==> config.mk <==
export PLATFORM = sky130hd
export DESIGN_NAME = tx_stream_arbiter
export DESIGN_NICKNAME = d
export VERILOG_FILES = /design/src/rtl/tx_stream_arbiter.sv
export SDC_FILE = /design/constraint.sdc
export NUM_CORES = 1
export LEC_CHECK = 0
export CAP_MARGIN = 0
export CORE_ASPECT_RATIO = 0.75
export CORE_MARGIN = 1
export CORE_UTILIZATION = 40
export DETAILED_ROUTE_END_ITERATION = 8
export PLACE_DENSITY = 0.76
export RECOVER_POWER = 50
export SETUP_SLACK_MARGIN = 0.3
export SLEW_MARGIN = 10
export SYNTH_ARGS = -nofsm -noshare
export SYNTH_HDL_FRONTEND = slang
export SYNTH_SLANG_ARGS = --single-unit
==> constraint.sdc <==
create_clock -name CLK -period 3.93 [get_ports CLK]
set_input_delay 0.786 -clock CLK [delete_from_list [all_inputs] [get_ports CLK]]
set_output_delay 0.786 -clock CLK [all_outputs]
set_load 0.01 [all_outputs]
==> src/rtl/tx_stream_arbiter.sv <==
// Packet-level arbiter sharing the TCP TX FIFO between the event stream (SFIFO)
// and the monitor packet stream (MFIFO); whole packets only, round-robin on ties.
module tx_stream_arbiter #(
  parameter int unsigned MON_BYTES = 64
) (
  input  logic        CLK,
  input  logic        RST,
  input  logic        ENABLE,
  input  logic [12:0] DRS_READDEPTH,
  output logic        SFIFO_RDEN,
  input  logic        SFIFO_EMPTY,
  input  logic        SFIFO_VALID,
  input  logic [7:0]  SFIFO_DOUT,
  input  logic        MON_READY,
  output logic        MFIFO_RDEN,
  input  logic        MFIFO_EMPTY,
  input  logic        MFIFO_VALID,
  input  logic [7:0]  MFIFO_DOUT,
  output logic [7:0]  TX_DATA,
  output logic        TX_WREN,
  input  logic        TX_AFULL,
  output logic        BUSY,
  output logic [31:0] EVT_CNT,
  output logic [15:0] MON_CNT
);

  localparam int unsigned LEN_W = 18;
  localparam logic [LEN_W-1:0] MON_LEN = LEN_W'(MON_BYTES);

  typedef enum logic [1:0] {IDLE, EVT, MON, DRAIN} state_t;

  state_t           state;
  logic [LEN_W-1:0] remain;
  logic             last_mon;
  logic [LEN_W-1:0] evt_len;
  logic             ev_req;
  logic             mon_req;

  // 32 B header + 8 channels x (2 flag + 2 stopcell + 4 B per cell); wraps at 18 bits
  assign evt_len = LEN_W'(64) + LEN_W'({DRS_READDEPTH, 5'b0_0000});
  assign ev_req  = ~SFIFO_EMPTY;
  assign mon_req = MON_READY;

  always_ff @(posedge CLK or posedge RST) begin
    if (RST) begin
      state      <= IDLE;
      remain     <= '0;
      last_mon   <= 1'b1;
      SFIFO_RDEN <= 1'b0;
      MFIFO_RDEN <= 1'b0;
      TX_DATA    <= '0;
      TX_WREN    <= 1'b0;
      BUSY       <= 1'b0;
      EVT_CNT    <= '0;
      MON_CNT    <= '0;
    end else begin
      // Datapath: forward whichever source returned data, two cycles after RDEN
      TX_WREN <= SFIFO_VALID | MFIFO_VALID;
      if (SFIFO_VALID) begin
        TX_DATA <= SFIFO_DOUT;
      end else if (MFIFO_VALID) begin
        TX_DATA <= MFIFO_DOUT;
      end

      SFIFO_RDEN <= 1'b0;
      MFIFO_RDEN <= 1'b0;

      case (state)
        IDLE: begin
          if (ENABLE) begin
            if (ev_req && (!mon_req || last_mon)) begin
              state    <= EVT;
              remain   <= evt_len;
              last_mon <= 1'b0;
              BUSY     <= 1'b1;
            end else if (mon_req) begin
              state    <= MON;
              remain   <= MON_LEN;
              last_mon <= 1'b1;
              BUSY     <= 1'b1;
            end
          end
        end
        EVT: begin
          if (remain == '0) begin
            state <= DRAIN;
          end else if (!SFIFO_EMPTY && !TX_AFULL) begin
            SFIFO_RDEN <= 1'b1;
            remain     <= remain - LEN_W'(1);
          end
        end
        MON: begin
          if (remain == '0) begin
            state <= DRAIN;
          end else if (!MFIFO_EMPTY && !TX_AFULL) begin
            MFIFO_RDEN <= 1'b1;
            remain     <= remain - LEN_W'(1);
          end
        end
        DRAIN: begin
          // Leave only once the final read has returned its data
          if (!SFIFO_RDEN && !MFIFO_RDEN) begin
            state <= IDLE;
            BUSY  <= 1'b0;
            if (last_mon) begin
              MON_CNT <= MON_CNT + 16'd1;
            end else begin
              EVT_CNT <= EVT_CNT + 32'd1;
            end
          end
        end
        default: state <= IDLE;
      endcase
    end
  end

endmodule

==> run_results.csv <==
group,metric,value,unit
run_status,status,"complete, no violations",
setup_path,critPathTopFamily,"buffers and inverters",
cells_and_area,regArea,0.002028,mm²
pwr,switchingPower,1.120,mW
sta,period_minus_slack,3.048,ns
cells_and_area,multiInputGateArea,0.002018,mm²
floorplanning,initial_utilization,42.18,%
run,drv_cap,0,
route,wl_per_cell,14.81,µm
global_route,gr-total-overflow,0,
pwr,max-vdd-ir-drop,0.0006290,V
synthesis,ys_seq_area_share,48.62,%
place,placed_cell_area,0.005271,mm²
place,hpwl,7086,µm
clocking,worst_skew_pair.late_latency,0.33,ns
setup_path,critPathCapture,"remain[6]$_DFFE_PP0P_",
global_route,antenna_found_initial,0,
cells_and_area,syn_to_final_growth,33.14,%
floorplanning,pin_count,98,
clocking,cts-resized-gates,0,
floorplanning,die_x,119.9,µm
sta,max_freq,0.3281,GHz
synthesis,async_reset_ff_share,100.0,%
route,vias,3432,
route,antenna_left,0,
place,dpl.cell_count,636,
setup_path,worst-path-stages,3,
place,portBuffers,97,
min_path,hold_class,"flop to flop",
clocking,clk_pin_slew,0.06,ns
floorplanning,rows,31,
setup_path,r2r_end,"remain[5]$_DFFE_PP0P_",
setup_path,worst-endpoint-required,4.17,ns
pwr,power.internal,2.063,mW
setup_path,cp-startpoint,"RST",
cells_and_area,finalNonFillerCells,652,
route,drc,0,
sta,slew_viol_final,0,
sta,slew-limit-headroom,7.018,%
cells_and_area,num_antenna_cells,0,
cells_and_area,drive_above_1_share,5.385,%
synthesis,ys_seq_elements,81,
synthesis,ys.flop_type,"dfrtp_1",
sta,fin_crit_sh,77.56,%
clocking,cts_num_sinks,81,
cells_and_area,stdcell_area,0.005554,mm²
setup_path,worst-path-buf-inv,3,
sta,skew,0.004067,ns
clocking,root_buffer,"clkbuf_16",
sta,worst_slew_pin_slew,1.387,ns
synthesis,syn_avg_cell_area,9.980,µm²
clocking,cts_setup_buffers,0,
clocking,clk_path_buf_depth,2,
global_route,grt_pass1_vias,3333,
place,gp_congestion,0.7830,
sta,hold_violations,0,
setup_path,critPathMaxStageDelay,1.11,ns
synthesis,syn_nets,465,
setup_path,cp-start-kind,"input pin",
setup_path,cp-end-kind,"async pin",
route,drt_iter0_drc,197,
synthesis,synth_edf_count,0,
pwr,p_leak,2.352,nW
global_route,grt_usage,19.05,%
floorplanning,dieArea,0.01085,mm²
cells_and_area,fillers,870,
pwr,clockPowerShare,27.6,%
clocking,tritoncts,"yes",
clocking,ctsHoldBuffers,0,
setup_path,path_class,"input pin to async pin",
sta,rsz0062_at_grt,"false",
sta,fin_setup_tns,0,ns
setup_path,crit_path_top_delay_cell,"clkbuf_2",
route,wl,9655,µm
setup_path,rrSetupSlack,1.02,ns
pwr,combinationalPowerShare,35.7,%
floorplanning,core,0.009891,mm²
clocking,h-tree-depth,3,
cells_and_area,final_nets,562,
setup_path,cp.arrival,3.29,ns
pwr,power_density,573.1,mW/mm²
setup_path,cp_max_fo,52,
sta,finalSetupViolCount,0,
synthesis,netlist_instances,418,
floorplanning,die-height,90.44,µm
global_route,grt_max_degree,53,
pwr,switching_share,35.18,%
clocking,cts_made_buffers,9,
synthesis,synth.distinct_cells,52,
global_route,grt_pass1_wl,16320,µm
setup_path,reg2reg_depth,8,
setup_path,cp_cell_sequence,"dlygate4sd3_1 -> clkinvlp_2 -> clkbuf_2",
synthesis,synth.cell_area,0.004172,mm²
route,first_pass_iters,4,
pwr,p_seq_share,36.7,%
route,via_per_inst,5.264,
synthesis,ys_warn_count,0,
pwr,power,3.183,mW
setup_path,reg2reg_from,"remain[0]$_DFFE_PP0P_",
==> per-layer routing <==
metal | GRT usage (%) | part of all wire (%) | vias up
met1 | 25.46 | 48 | 1656
met3 | 4.609 | 3.7 | 18
li1 | - | - | 1671
met2 | 29.41 | 46 | 87
met5 | 0 | 0 | -
met4 | 8.021 | 2.1 | 0
==> synthesized netlist by cell type (3+ instances only) <==
library cell / instances / share of area [%]
dfrtp_1: 80 / 48
nand2_1: 43 / 3.9
xnor2_1: 38 / 8.0
nand3_1: 33 / 4.0
o21ai_0: 33 / 4.0
nor2_1: 23 / 2.1
xor2_1: 18 / 3.8
inv_1: 14 / 1.3
nor3_1: 14 / 1.7
a21oi_1: 13 / 1.6
nand4_1: 12 / 1.8
and3_1: 9 / 1.3
clkbuf_1: 9 / 0.81
ha_1: 9 / 2.7
mux2i_1: 9 / 2.2
nor4b_1: 4 / 0.84
o31a_1: 4 / 0.84
a211o_1: 3 / 0.63
and4_1: 3 / 0.63
o211ai_1: 3 / 0.54
o21a_1: 3 / 0.54
==> worst min path at each step <==
stage	start	endpoint	slack [ns]	cells past startpoint
floorplan	remain[16]$_DFFE_PP0P_	remain[16]$_DFFE_PP0P_	0.47	2
global placement	MON_CNT[15]$_DFFE_PP0P_	MON_CNT[15]$_DFFE_PP0P_	0.46	1
detailed placement	MON_CNT[15]$_DFFE_PP0P_	MON_CNT[15]$_DFFE_PP0P_	0.47	1
CTS	MON_CNT[15]$_DFFE_PP0P_	MON_CNT[15]$_DFFE_PP0P_	0.48	1
global route	MON_CNT[15]$_DFFE_PP0P_	MON_CNT[15]$_DFFE_PP0P_	0.50	1
finish	MON_CNT[15]$_DFFE_PP0P_	MON_CNT[15]$_DFFE_PP0P_	0.48	1
==> power by group through the flow <==
| stage | Combinational (mW) | Clock [mW] | Sequential (mW) |
|---|---|---|---|
| floorplan | 0.820 | 0 | 1.17 |
| global placement | 1.09 | 0 | 1.17 |
| detailed placement | 1.14 | 0 | 1.18 |
| CTS | 1.15 | 0.901 | 1.17 |
| global route | 1.27 | 0.933 | 1.20 |
| finish | 1.14 | 0.879 | 1.17 |
==> final cells by class <==
cell class	instances	share of cell area, %
clock inverters	5	1.442
clock buffers	11	4.190
repair buffers	98	17.57
multi-input cells	311	36.34
flip-flops and latches	81	36.52
well taps	132	2.974
inverters	14	0.9687
==> cell families (layout without fill, tap and decap cells) <==
group | after synthesis | after routing | share of synthesized area (%)
simple gates | 163 | 163 | 20.82
flops | 81 | 81 | 48.62
compound gates | 72 | 72 | 10.77
xor+xnor | 56 | 56 | 11.76
buf+inv | 26 | 128 | 2.639
mux | 11 | 11 | 2.700
fa+ha+maj | 9 | 9 | 2.700
==> metrics by stage <==
stage / hold WS [ns] / utilization (%) / setup slack, ns
6_report: 0.4762 / 56.15 / 0.8820
5_1_grt: 0.4983 / 56.15 / 0.4350
4_1_cts: 0.4760 / 56.46 / 1.043
3_5_place_dp: 0.4680 / 53.30 / 0.9105
3_3_place_gp: 0.4596 / 53.30 / 0.9779
2_1_floorplan: 0.4704 / - / 1.066
==> flip-flops by register name (all words and copies together), names as in the netlist, 2 cells and up <==
signal,flops
TX_DATA,8
EVT_CNT,32
remain,18
MON_CNT,16
state,2
==> layout by cell type, fill, tap and decap left out, types with 2 or more instances in the layout <==
master,instances
nor4b_1,5
dlygate4sd3_1,9
clkdlybuf4s50_1,88
nand3b_1,2
mux2i_1,9
clkinvlp_4,2
a21o_1,2
a32oi_1,2
and4_1,3
a211o_1,3
and2_1,2
o211ai_1,3
inv_1,13
nor3_1,14
dfrtp_1,80
nor2_1,23
o31a_1,4
nand3_1,33
and3_1,9
clkbuf_1,2
nor2b_1,2
xnor2_1,38
clkbuf_16,9
o21a_1,3
nand2_1,43
a31oi_1,2
a21oi_1,13
nand4_1,12
o21ai_0,33
xor2_1,18
or4b_2,2
or2_2,2
ha_1,9
bufinv_16,2
o22a_1,2
mux2_2,2
==> worst register-to-register path, stage by stage, from the launching register on <==
cell	delay [ns]
dfrtp_1	0.40
inv_1	0.09
ha_1	0.22
nor4b_2	0.42
nand2_2	0.17
or3_4	0.41
o21ai_4	0.62
o21ai_0	0.21
a211o_1	0.26
Power figures use the tool's default switching activity.
